## config.mk

```make
export PLATFORM = sky130hd
export DESIGN_NAME = bch_31_dec_arb
export DESIGN_NICKNAME = d
export VERILOG_FILES = /design/src/rtl/bch_31_pkg.sv /design/src/rtl/bch_31_rr_arb.sv /design/src/rtl/bch_31_top.sv /design/src/rtl/bch_31_dec_arb.sv
export SDC_FILE = /design/constraint.sdc
export NUM_CORES = 1
export LEC_CHECK = 0
export BUFFER_PORTS_ARGS = -buffer_cell sky130_fd_sc_hd__clkbuf_2
export CAP_MARGIN = 20
export CORE_MARGIN = 2
export CORE_UTILIZATION = 55
export DETAILED_ROUTE_END_ITERATION = 6
export PLACE_DENSITY = 0.79
export SYNTH_ARGS = -nofsm -noshare
export SYNTH_HDL_FRONTEND = slang
export SYNTH_SLANG_ARGS = --single-unit
```

## constraint.sdc

```tcl
create_clock -name clk -period 4.7 [get_ports clk]
set_clock_uncertainty 0.05 [all_clocks]
set_input_delay 0 -clock clk [delete_from_list [all_inputs] [get_ports clk]]
set_output_delay 0 -clock clk [all_outputs]
set_load 0.03 [all_outputs]
```

## src/rtl/bch_31_pkg.sv

```systemverilog
// Shared constants, FSM state type and GF(2^5) helper for the BCH(31) decode path.
// Field polynomial x^5 + x^2 + 1 doubles as the code generator polynomial.
package bch_31_pkg;

    localparam int unsigned BCH_N = 31;
    localparam int unsigned BCH_M = 5;

    // Reduction term for x^5 = x^2 + 1
    localparam logic [BCH_M-1:0] GF_POLY = 5'b00101;

    typedef enum logic [1:0] {
        IDLE   = 2'd0,
        DECODE = 2'd1,
        HOLD   = 2'd2
    } bch_arb_state_t;

    function automatic logic [BCH_M-1:0] gf_alpha_pow(input int unsigned e);
        logic [BCH_M-1:0] v;
        v = 5'd1;
        for (int unsigned k = 0; k < BCH_N; k++) begin
            if (k < e) begin
                v = {v[BCH_M-2:0], 1'b0} ^ (v[BCH_M-1] ? GF_POLY : 5'd0);
            end
        end
        return v;
    endfunction

endpackage

```

## src/rtl/bch_31_rr_arb.sv

```systemverilog
// Two-way combinational round-robin grant; on a tie the requester not served last wins.
module bch_31_rr_arb (
    input  logic [1:0] valid_i,
    input  logic       last_i,
    output logic [1:0] grant_o,
    output logic       grant_idx_o
);

    always_comb begin
        grant_idx_o = (valid_i[0] && valid_i[1]) ? ~last_i : valid_i[1];
        grant_o     = 2'b00;
        if (|valid_i) begin
            grant_o[grant_idx_o] = 1'b1;
        end
    end

endmodule

```

## src/rtl/bch_31_top.sv

```systemverilog
// Combinational single-error-correcting BCH(31) decoder (generator x^5 + x^2 + 1).
// The syndrome is r(alpha); a nonzero syndrome alpha^i flags an error at bit i.
module bch_31_top
    import bch_31_pkg::*;
(
    input  logic [BCH_N-1:0] codeword_i,
    output logic [BCH_N-1:0] corrected_codeword_o,
    output logic             error_detected
);

    logic [BCH_M-1:0] syndrome;
    logic [BCH_N-1:0] flip;

    always_comb begin
        syndrome = '0;
        for (int unsigned i = 0; i < BCH_N; i++) begin
            if (codeword_i[i]) begin
                syndrome = syndrome ^ gf_alpha_pow(i);
            end
        end
        // alpha is primitive, so every nonzero syndrome matches exactly one position
        flip = '0;
        for (int unsigned i = 0; i < BCH_N; i++) begin
            if (syndrome == gf_alpha_pow(i)) begin
                flip[i] = 1'b1;
            end
        end
        corrected_codeword_o = codeword_i ^ flip;
        error_detected       = |syndrome;
    end

endmodule

```

## src/rtl/bch_31_dec_arb.sv

```systemverilog
// Two-requester round-robin front end for the BCH(31) decoder with registered input and
// output stages, a valid/ready result channel and a saturating error-word counter.
module bch_31_dec_arb
    import bch_31_pkg::*;
#(
    parameter int unsigned CNT_W = 16
) (
    input  logic               clk,
    input  logic               rst,
    input  logic               req0_valid,
    input  logic [BCH_N-1:0]   req0_codeword,
    output logic               req0_ready,
    input  logic               req1_valid,
    input  logic [BCH_N-1:0]   req1_codeword,
    output logic               req1_ready,
    output logic               out_valid,
    input  logic               out_ready,
    output logic [BCH_N-1:0]   out_codeword,
    output logic               out_src,
    output logic               out_err,
    output logic [CNT_W-1:0]   err_count,
    input  logic               clear_count
);

    bch_arb_state_t   state_q, state_d;
    logic             last_q, last_d;
    logic [BCH_N-1:0] cw_q, cw_d;
    logic             src_q, src_d;
    logic             out_valid_q, out_valid_d;
    logic [BCH_N-1:0] out_codeword_q, out_codeword_d;
    logic             out_src_q, out_src_d;
    logic             out_err_q, out_err_d;
    logic [CNT_W-1:0] err_count_q, err_count_d;

    logic [1:0]       grant;
    logic             grant_idx;
    logic [BCH_N-1:0] dec_codeword;
    logic             dec_err;

    bch_31_rr_arb u_arb (
        .valid_i     ({req1_valid, req0_valid}),
        .last_i      (last_q),
        .grant_o     (grant),
        .grant_idx_o (grant_idx)
    );

    bch_31_top u_dec (
        .codeword_i           (cw_q),
        .corrected_codeword_o (dec_codeword),
        .error_detected       (dec_err)
    );

    always_comb begin
        state_d        = state_q;
        last_d         = last_q;
        cw_d           = cw_q;
        src_d          = src_q;
        out_valid_d    = out_valid_q;
        out_codeword_d = out_codeword_q;
        out_src_d      = out_src_q;
        out_err_d      = out_err_q;
        err_count_d    = err_count_q;
        req0_ready     = 1'b0;
        req1_ready     = 1'b0;

        unique case (state_q)
            IDLE: begin
                // Readies are held low during reset so no handshake is implied
                if (!rst && (|grant)) begin
                    req0_ready = grant[0];
                    req1_ready = grant[1];
                    cw_d       = grant[1] ? req1_codeword : req0_codeword;
                    src_d      = grant_idx;
                    last_d     = grant_idx;
                    state_d    = DECODE;
                end
            end
            DECODE: begin
                out_codeword_d = dec_codeword;
                out_err_d      = dec_err;
                out_src_d      = src_q;
                out_valid_d    = 1'b1;
                state_d        = HOLD;
            end
            HOLD: begin
                if (out_ready) begin
                    out_valid_d = 1'b0;
                    state_d     = IDLE;
                    if (out_err_q && (err_count_q != {CNT_W{1'b1}})) begin
                        err_count_d = err_count_q + CNT_W'(1);
                    end
                end
            end
            default: begin
                state_d = IDLE;
            end
        endcase

        if (clear_count) begin
            err_count_d = '0;
        end
    end

    always_ff @(posedge clk) begin
        if (rst) begin
            state_q        <= IDLE;
            last_q         <= 1'b1;
            cw_q           <= '0;
            src_q          <= 1'b0;
            out_valid_q    <= 1'b0;
            out_codeword_q <= '0;
            out_src_q      <= 1'b0;
            out_err_q      <= 1'b0;
            err_count_q    <= '0;
        end else begin
            state_q        <= state_d;
            last_q         <= last_d;
            cw_q           <= cw_d;
            src_q          <= src_d;
            out_valid_q    <= out_valid_d;
            out_codeword_q <= out_codeword_d;
            out_src_q      <= out_src_d;
            out_err_q      <= out_err_d;
            err_count_q    <= err_count_d;
        end
    end

    assign out_valid    = out_valid_q;
    assign out_codeword = out_codeword_q;
    assign out_src      = out_src_q;
    assign out_err      = out_err_q;
    assign err_count    = err_count_q;

endmodule

```

==> results of run 1 <==
-- power by group through the flow --
stage | combinational (W) | clock [W] | sequential (W)
6_report | 0.00186 | 0.000513 | 0.000874
5_1_grt | 0.00198 | 0.000549 | 0.000883
4_1_cts | 0.00183 | 0.000517 | 0.000872
3_5_place_dp | 0.00177 | 0 | 0.000889
3_3_place_gp | 0.00176 | 0 | 0.000884
2_1_floorplan | 0.00142 | 0 | 0.000956
-- state kept, by name, indices dropped and copies added (netlist names) --
register	count
out_src	1
state_q	2
cw_q	31
src_q	1
last_q	1
out_valid	1
out_codeword	31
err_count	16
out_err	1
-- timing repair --
action | in CTS | in global routing
hold buffers | 56 | 0
setup buffers | 0 | 0
endpoints found under the hold margin | 30 | 0
-- worst max path at each step --
stage,depth (start not counted),endpoint
2_1_floorplan,8,out_codeword[30]
3_3_place_gp,7,out_codeword[25]
3_5_place_dp,7,out_codeword[25]
4_1_cts,7,out_codeword[25]
5_1_grt,7,out_codeword[30]
6_report,7,out_codeword[25]
-- final cells by class --
cell class,count,area [um^2]
Sequential cell,85,1700
Tap cell,108,135
Multi-Input combinational cell,396,2950
Clock buffer,11,141
Timing Repair Buffer,180,1190
Fill cell,664,2420
Inverter,1,3.75
Clock inverter,4,48.8
-- per-layer routing --
metal,up-vias,part of all wire (%),GRT usage (%)
li1,2159,-,-
met1,2075,44,37.3
met2,211,47,46.4
met3,24,7.1,4.96
met4,0,2.4,10.1
met5,-,0,0
-- synthesized netlist by cell type, types with 8 or more instances --
| master | number |
|---|---|
| a211oi_1 | 31 |
| a21oi_1 | 11 |
| buf_1 | 8 |
| clkbuf_1 | 27 |
| dfxtp_1 | 85 |
| mux2i_1 | 38 |
| nand2_1 | 30 |
| nand2b_1 | 11 |
| nand3_1 | 28 |
| nand3b_1 | 10 |
| nor2_1 | 60 |
| nor3_1 | 21 |
| o21ai_1 | 14 |
| xnor2_1 | 32 |
| xnor3_1 | 9 |
| xor2_1 | 21 |
-- logic make-up (layout without fill, tap and decap cells) --
group / count (synthesis) / count (layout) / share of synthesized area, %
AND/OR/NAND/NOR: 201 / 201 / 22.4
flip-flops: 85 / 85 / 35.4
adder cells (fa/ha/maj): 1 / 1 / 0.260
buffers and inverters: 42 / 196 / 3.70
XOR/XNOR: 72 / 72 / 18.4
multiplexers: 38 / 38 / 7.91
AO/OA/AOI/OAI: 84 / 84 / 12.0
-- critical path: stages (launching register included) --
cell,delay [ps]
dfxtp_1,460
xnor3_2,430
xnor2_2,240
xnor3_2,530
xor2_2,770
nor4b_2,140
xnor2_1,300
o21ai_1,80
-- through the flow --
| step | hold slack (ps) | std cells | cell area (um^2) | util, % |
|---|---|---|---|---|
| after floorplan | 136 | 523 | 4810 | - |
| after global placement | 258 | 714 | 5420 | 63.1 |
| after detailed placement | 267 | 714 | 5420 | 63.1 |
| after CTS | 2.41 | 785 | 6170 | 71.8 |
| after global routing | 31.4 | 785 | 6170 | 71.8 |
| final | 9.67 | 785 | 6170 | 71.8 |
==> reports/qor.csv, run 1 <==
metric,value,unit
io-pin-count,120,
finalSetupViolations,0,
place.gp.congestion,0.946,
dieHeight,97.5,um
maxSlewViolCount,0,
rows,34,
hold_violations,0,
ir_drop,0.000416,V
antenna_found_initial,0,
die_area,9510,um^2
status,"finished, final reports clean",
hold_class,in -> reg,
postRouteAntennaNets,0,
synth_seq_area_share,35.4,%
synth_flop_cell,dfxtp_1,
cts_inserted_buffers,9,
routed_wl,13.0,mm
r2r-end,out_codeword[25],
crit_arrival,3320,ps
setup.worst_path.start_class,flop,
die_x,97.5,um
critPathMaxFanout,18,
worstSetupPathType,reg -> reg,
seq_power_share,26.9,%
async_flop_share,0,%
p_comb_share,57.3,%
ys_top_cells_by_area,"dfxtp_1, mux2i_1, xnor2_1",
p_switching,0.00149,W
synth_top_cell_area_share,35.4,%
reg2reg_from,cw_q[15],
power.share.clock,15.8,%
power_density,526,nW/um^2
worstHoldEndpoint,cw_q[12],
crit_start,cw_q[15],
cts_resized,0,
ys_types,49,
ys_seq_elements,85,
power,0.00324,W
crit_required,4890,ps
setup-tns-final,0,ps
grt_pass1_vias,4396,
finalCritPeriodShare,66.5,%
min_from,req0_codeword[12],
wl_per_cell,16.5,um
min_path_cells,3,
clk_pin_slew,90,ps
cts_max_path_buffers,2,
grt_max_degree,76,
dp_slack,1630,ps
max_slew_margin,34.7,%
routed_via_density,5.69,
clkLatencyLatePin,360,ps
syn-mean-instance-area,9.19,um^2
vias,4469,
cts_root_buffer,clkbuf_8,
grt_pass1_wl,21.6,mm
synth_edf_count,0,
final_cell_mix,"clkbuf_2, dfxtp_1, nor2_1, dlygate4sd3_1, mux2i_1",
start_util,56.0,%
cts_tree,yes,
fp.coreArea,8590,um^2
htree_levels,3,
syn_nets,592,
fmax,0.320,GHz
intPower,0.00175,W
yosysWarningCount,0,
diodes,0,
ff2ff_path_depth,7,
cp-end-kind,flop,
drcViolationCount,0,
syn_area,4810,um^2
dr.first_iter.drc_count,298,
period_minus_slack,3130,ps
grt_usage,28.2,%
cts.sinks,85,
overflow,0,
dp_hpwl,8.60,mm
synthToLayoutAreaGrowth,28.4,%
synthCells,523,
p_leak,2.58,nW
switching_share,46.1,%
final_common_cell,clkbuf_2,
io_buffers,119,
max_slew.worst_pin.slew,979,ps
regToRegSetupSlack,1570,ps
drv_cap,0,
layout.nets,742,
drive_gt1_share,24.2,%
fin_ws,1570,ps
rsz0062_at_grt,no,
firstDrtPassIters,5,
yosysTopAreaCell,dfxtp_1,
(Power assumes the default switching activity.)
==> inputs of run 2 (changes only) <==
Settings changed: CORE_UTILIZATION 55 to 54, PLACE_DENSITY 0.79 to 0.78.
Clock period 4.7 ns to 3.1 ns, I/O delays scaled along.
==> run 2 against run 1 <==
The flow now finishes with violations (negative hold slack); non-clock buffer count increased by 8; clock-buffer cell count increased by 2; critical path depth unchanged; fmax increased by 10%; critical endpoint is now out_codeword[2]; largest cell class unchanged.
==> reports/qor.csv, run 2 (synthesis results as in run 1) <==
metric,value,unit,change
cp-end-kind,flop,,
period_minus_slack,2830,ps,-296 ps
dp_hpwl,9.10,mm,+5.7%
final_cells,794,,+1.1%
p_leak,2.61,nW,+1.2%
crit_slowest_cell,xnor3_2,,
drcViolationCount,0,,unchanged
seq_power_share,25.5,%,-1.4 points
wl_met3,889,um,-3.9%
dieHeight,98.4,um,+0.88%
maxSlewViolCount,0,,unchanged
ff2ff_path_depth,7,,unchanged
fillers,693,,+4.4%
hold_violations,1,,+1
crit_required,3300,ps,-1590 ps
vias,4487,,+0.40%
drive_gt1_share,25.2,%,+0.99 points
clk_pin_slew,90,ps,about the same
min_from,req1_codeword[12],,
cts_resized,0,,unchanged
finalCritPeriodShare,91.3,%,+25 points
r2r-end,out_codeword[2],,
cts_root_buffer,clkbuf_8,,
crit_top_cell,xnor3_2,,
intPower,0.00283,W,+62%
power.share.clock,15.0,%,-0.8 points
finalSetupViolations,0,,unchanged
status,"finished, violations left",,
min_path_cells,3,,unchanged
wl_met2,6.39,mm,+5.1%
wl_met1,6.12,mm,+8.4%
max_slew_margin,33.0,%,-1.7 points
top_layer,met4,,
violations,negative hold slack,,
rows,34,,unchanged
grt_usage,28.2,%,about the same
crit_start,cw_q[15],,
worstSetupPathType,reg -> reg,,
cp_num_buf_inv,0,,unchanged
crit_arrival,3030,ps,-290 ps
grt_pass1_wl,21.9,mm,+1.6%
cts_inserted_buffers,9,,unchanged
reg2reg_from,cw_q[15],,
fmax,0.353,GHz,+10%
dr.first_iter.drc_count,302,,+1.3%
diodes,0,,unchanged
start_util,55.4,%,-0.55 points
layout.nets,750,,+1.1%
cts_max_path_buffers,2,,unchanged
hold_class,in -> reg,,
cts.sinks,85,,unchanged
antenna_found_initial,0,,unchanged
io-pin-count,120,,unchanged
routed_via_density,5.65,,-0.74%
drv_cap,0,,unchanged
io_buffers,119,,unchanged
place_inst,720,,+0.84%
final_cell_mix,"clkbuf_2, dfxtp_1, nor2_1, dlygate4sd3_1, mux2i_1",,
finish.utilization,71.7,%,-0.16 points
final_common_cell,clkbuf_2,,
die_x,98.4,um,+0.88%
hold_slack,-27.1,ps,-36.8 ps
critPathMaxFanout,9,,-9
max_slew.worst_pin.slew,1000,ps,+25.1 ps
fp.coreArea,8680,um^2,+0.99%
cts_tree,yes,,
wl_per_cell,17.1,um,+3.7%
ir_drop,0.000443,V,+6.6%
cpPeakStageDelay,540,ps,-230 ps
grt_max_degree,75,,-1.3%
die_area,9670,um^2,+1.8%
power_density,837,nW/um^2,+59%
overflow,0,,unchanged
worstHoldEndpoint,cw_q[12],,
setup.worst_path.start_class,flop,,
routed_wl,13.6,mm,+4.9%
regToRegSetupSlack,270,ps,-1300 ps
p_switching,0.00238,W,+59%
rsz0062_at_grt,no,,
htree_levels,3,,unchanged
grt_pass1_vias,4419,,+0.52%
synthToLayoutAreaGrowth,29.4,%,
p_comb_share,59.5,%,+2.2 points
path_cells,xnor3_2 > xnor2_2 > xnor3_2 > xnor2_4 > and2_1 > nor2_1 > a211o_1,,
crit_family,XOR/XNOR gates,,
firstDrtPassIters,5,,unchanged
clkLatencyLatePin,350,ps,about the same
switching_share,45.6,%,-0.43 points
setup-tns-final,0,ps,unchanged
postRouteAntennaNets,0,,unchanged
place.gp.congestion,0.908,,-4.1%
[run 2: cell types whose count changed in the layout (fill, tap and decap cells not counted)]
| cell | delta |
|---|---|
| buf_4 | +11 |
| clkbuf_1 | +3 |
| dlygate4sd3_1 | -3 |
| clkinv_2 | -2 |
| clkbuf_8 | -1 |
| clkinvlp_4 | +1 |
[run 2: metrics by stage]
stage / total power (W) / cell area [um^2] / hold slack, ps / setup WS [ps]
2_1_floorplan: 0.00360 / 4810 / 136 / 518
3_3_place_gp: 0.00414 / 5470 / 260 / 304
3_5_place_dp: 0.00418 / 5470 / 271 / 180
4_1_cts: 0.00502 / 6180 / 2.83 / 157
5_1_grt: 0.00545 / 6220 / 14.7 / 154
6_report: 0.00521 / 6220 / -27.1 / 269
[run 2: timing repair]
item / in CTS / in global routing
hold endpoints to repair: 29 / 0
buffers inserted: 0 / 5
setup endpoints to repair: 0 / 2
hold buffers: 53 / 0
[run 2: worst max path at each step]
stage	endpoint	slack (ps)	cells past startpoint
final	out_codeword[2]	270	7
after global routing	out_codeword[2]	150	7
after detailed placement	out_codeword[2]	180	7
after CTS	out_codeword[2]	160	7
after floorplan	out_codeword[30]	520	8
after global placement	out_codeword[13]	300	7
[run 2: metal layers]
layer | vias to the layer above | GRT usage [%]
met5 | - | 0
met1 | 2099 | 37.8
li1 | 2178 | -
met4 | 0 | 7.80
met3 | 20 | 5.44
met2 | 190 | 46.7
[run 2: worst min-delay path, stage by stage]
cell      delay [ps]
clkbuf_2          90
mux2i_1          150
a211oi_1          90
[run 2: final cells by class]
class	instances	area (um^2)	share of cell area, %
well taps	108	135	2.17
repair buffers	188	1250	20.0
inverters	1	3.75	0.0603
multi-input cells	396	2950	47.4
clock inverters	3	46.3	0.744
clock buffers	13	139	2.23
flip-flops and latches	85	1700	27.4
[run 2: power by group through the flow]
stage	Clock [W]	Combinational [W]	Sequential, W
2_1_floorplan	0	0.00215	0.00145
3_3_place_gp	0	0.00279	0.00134
3_5_place_dp	0	0.00283	0.00135
4_1_cts	0.000787	0.00291	0.00132
5_1_grt	0.000823	0.00329	0.00134
6_report	0.000780	0.00310	0.00133
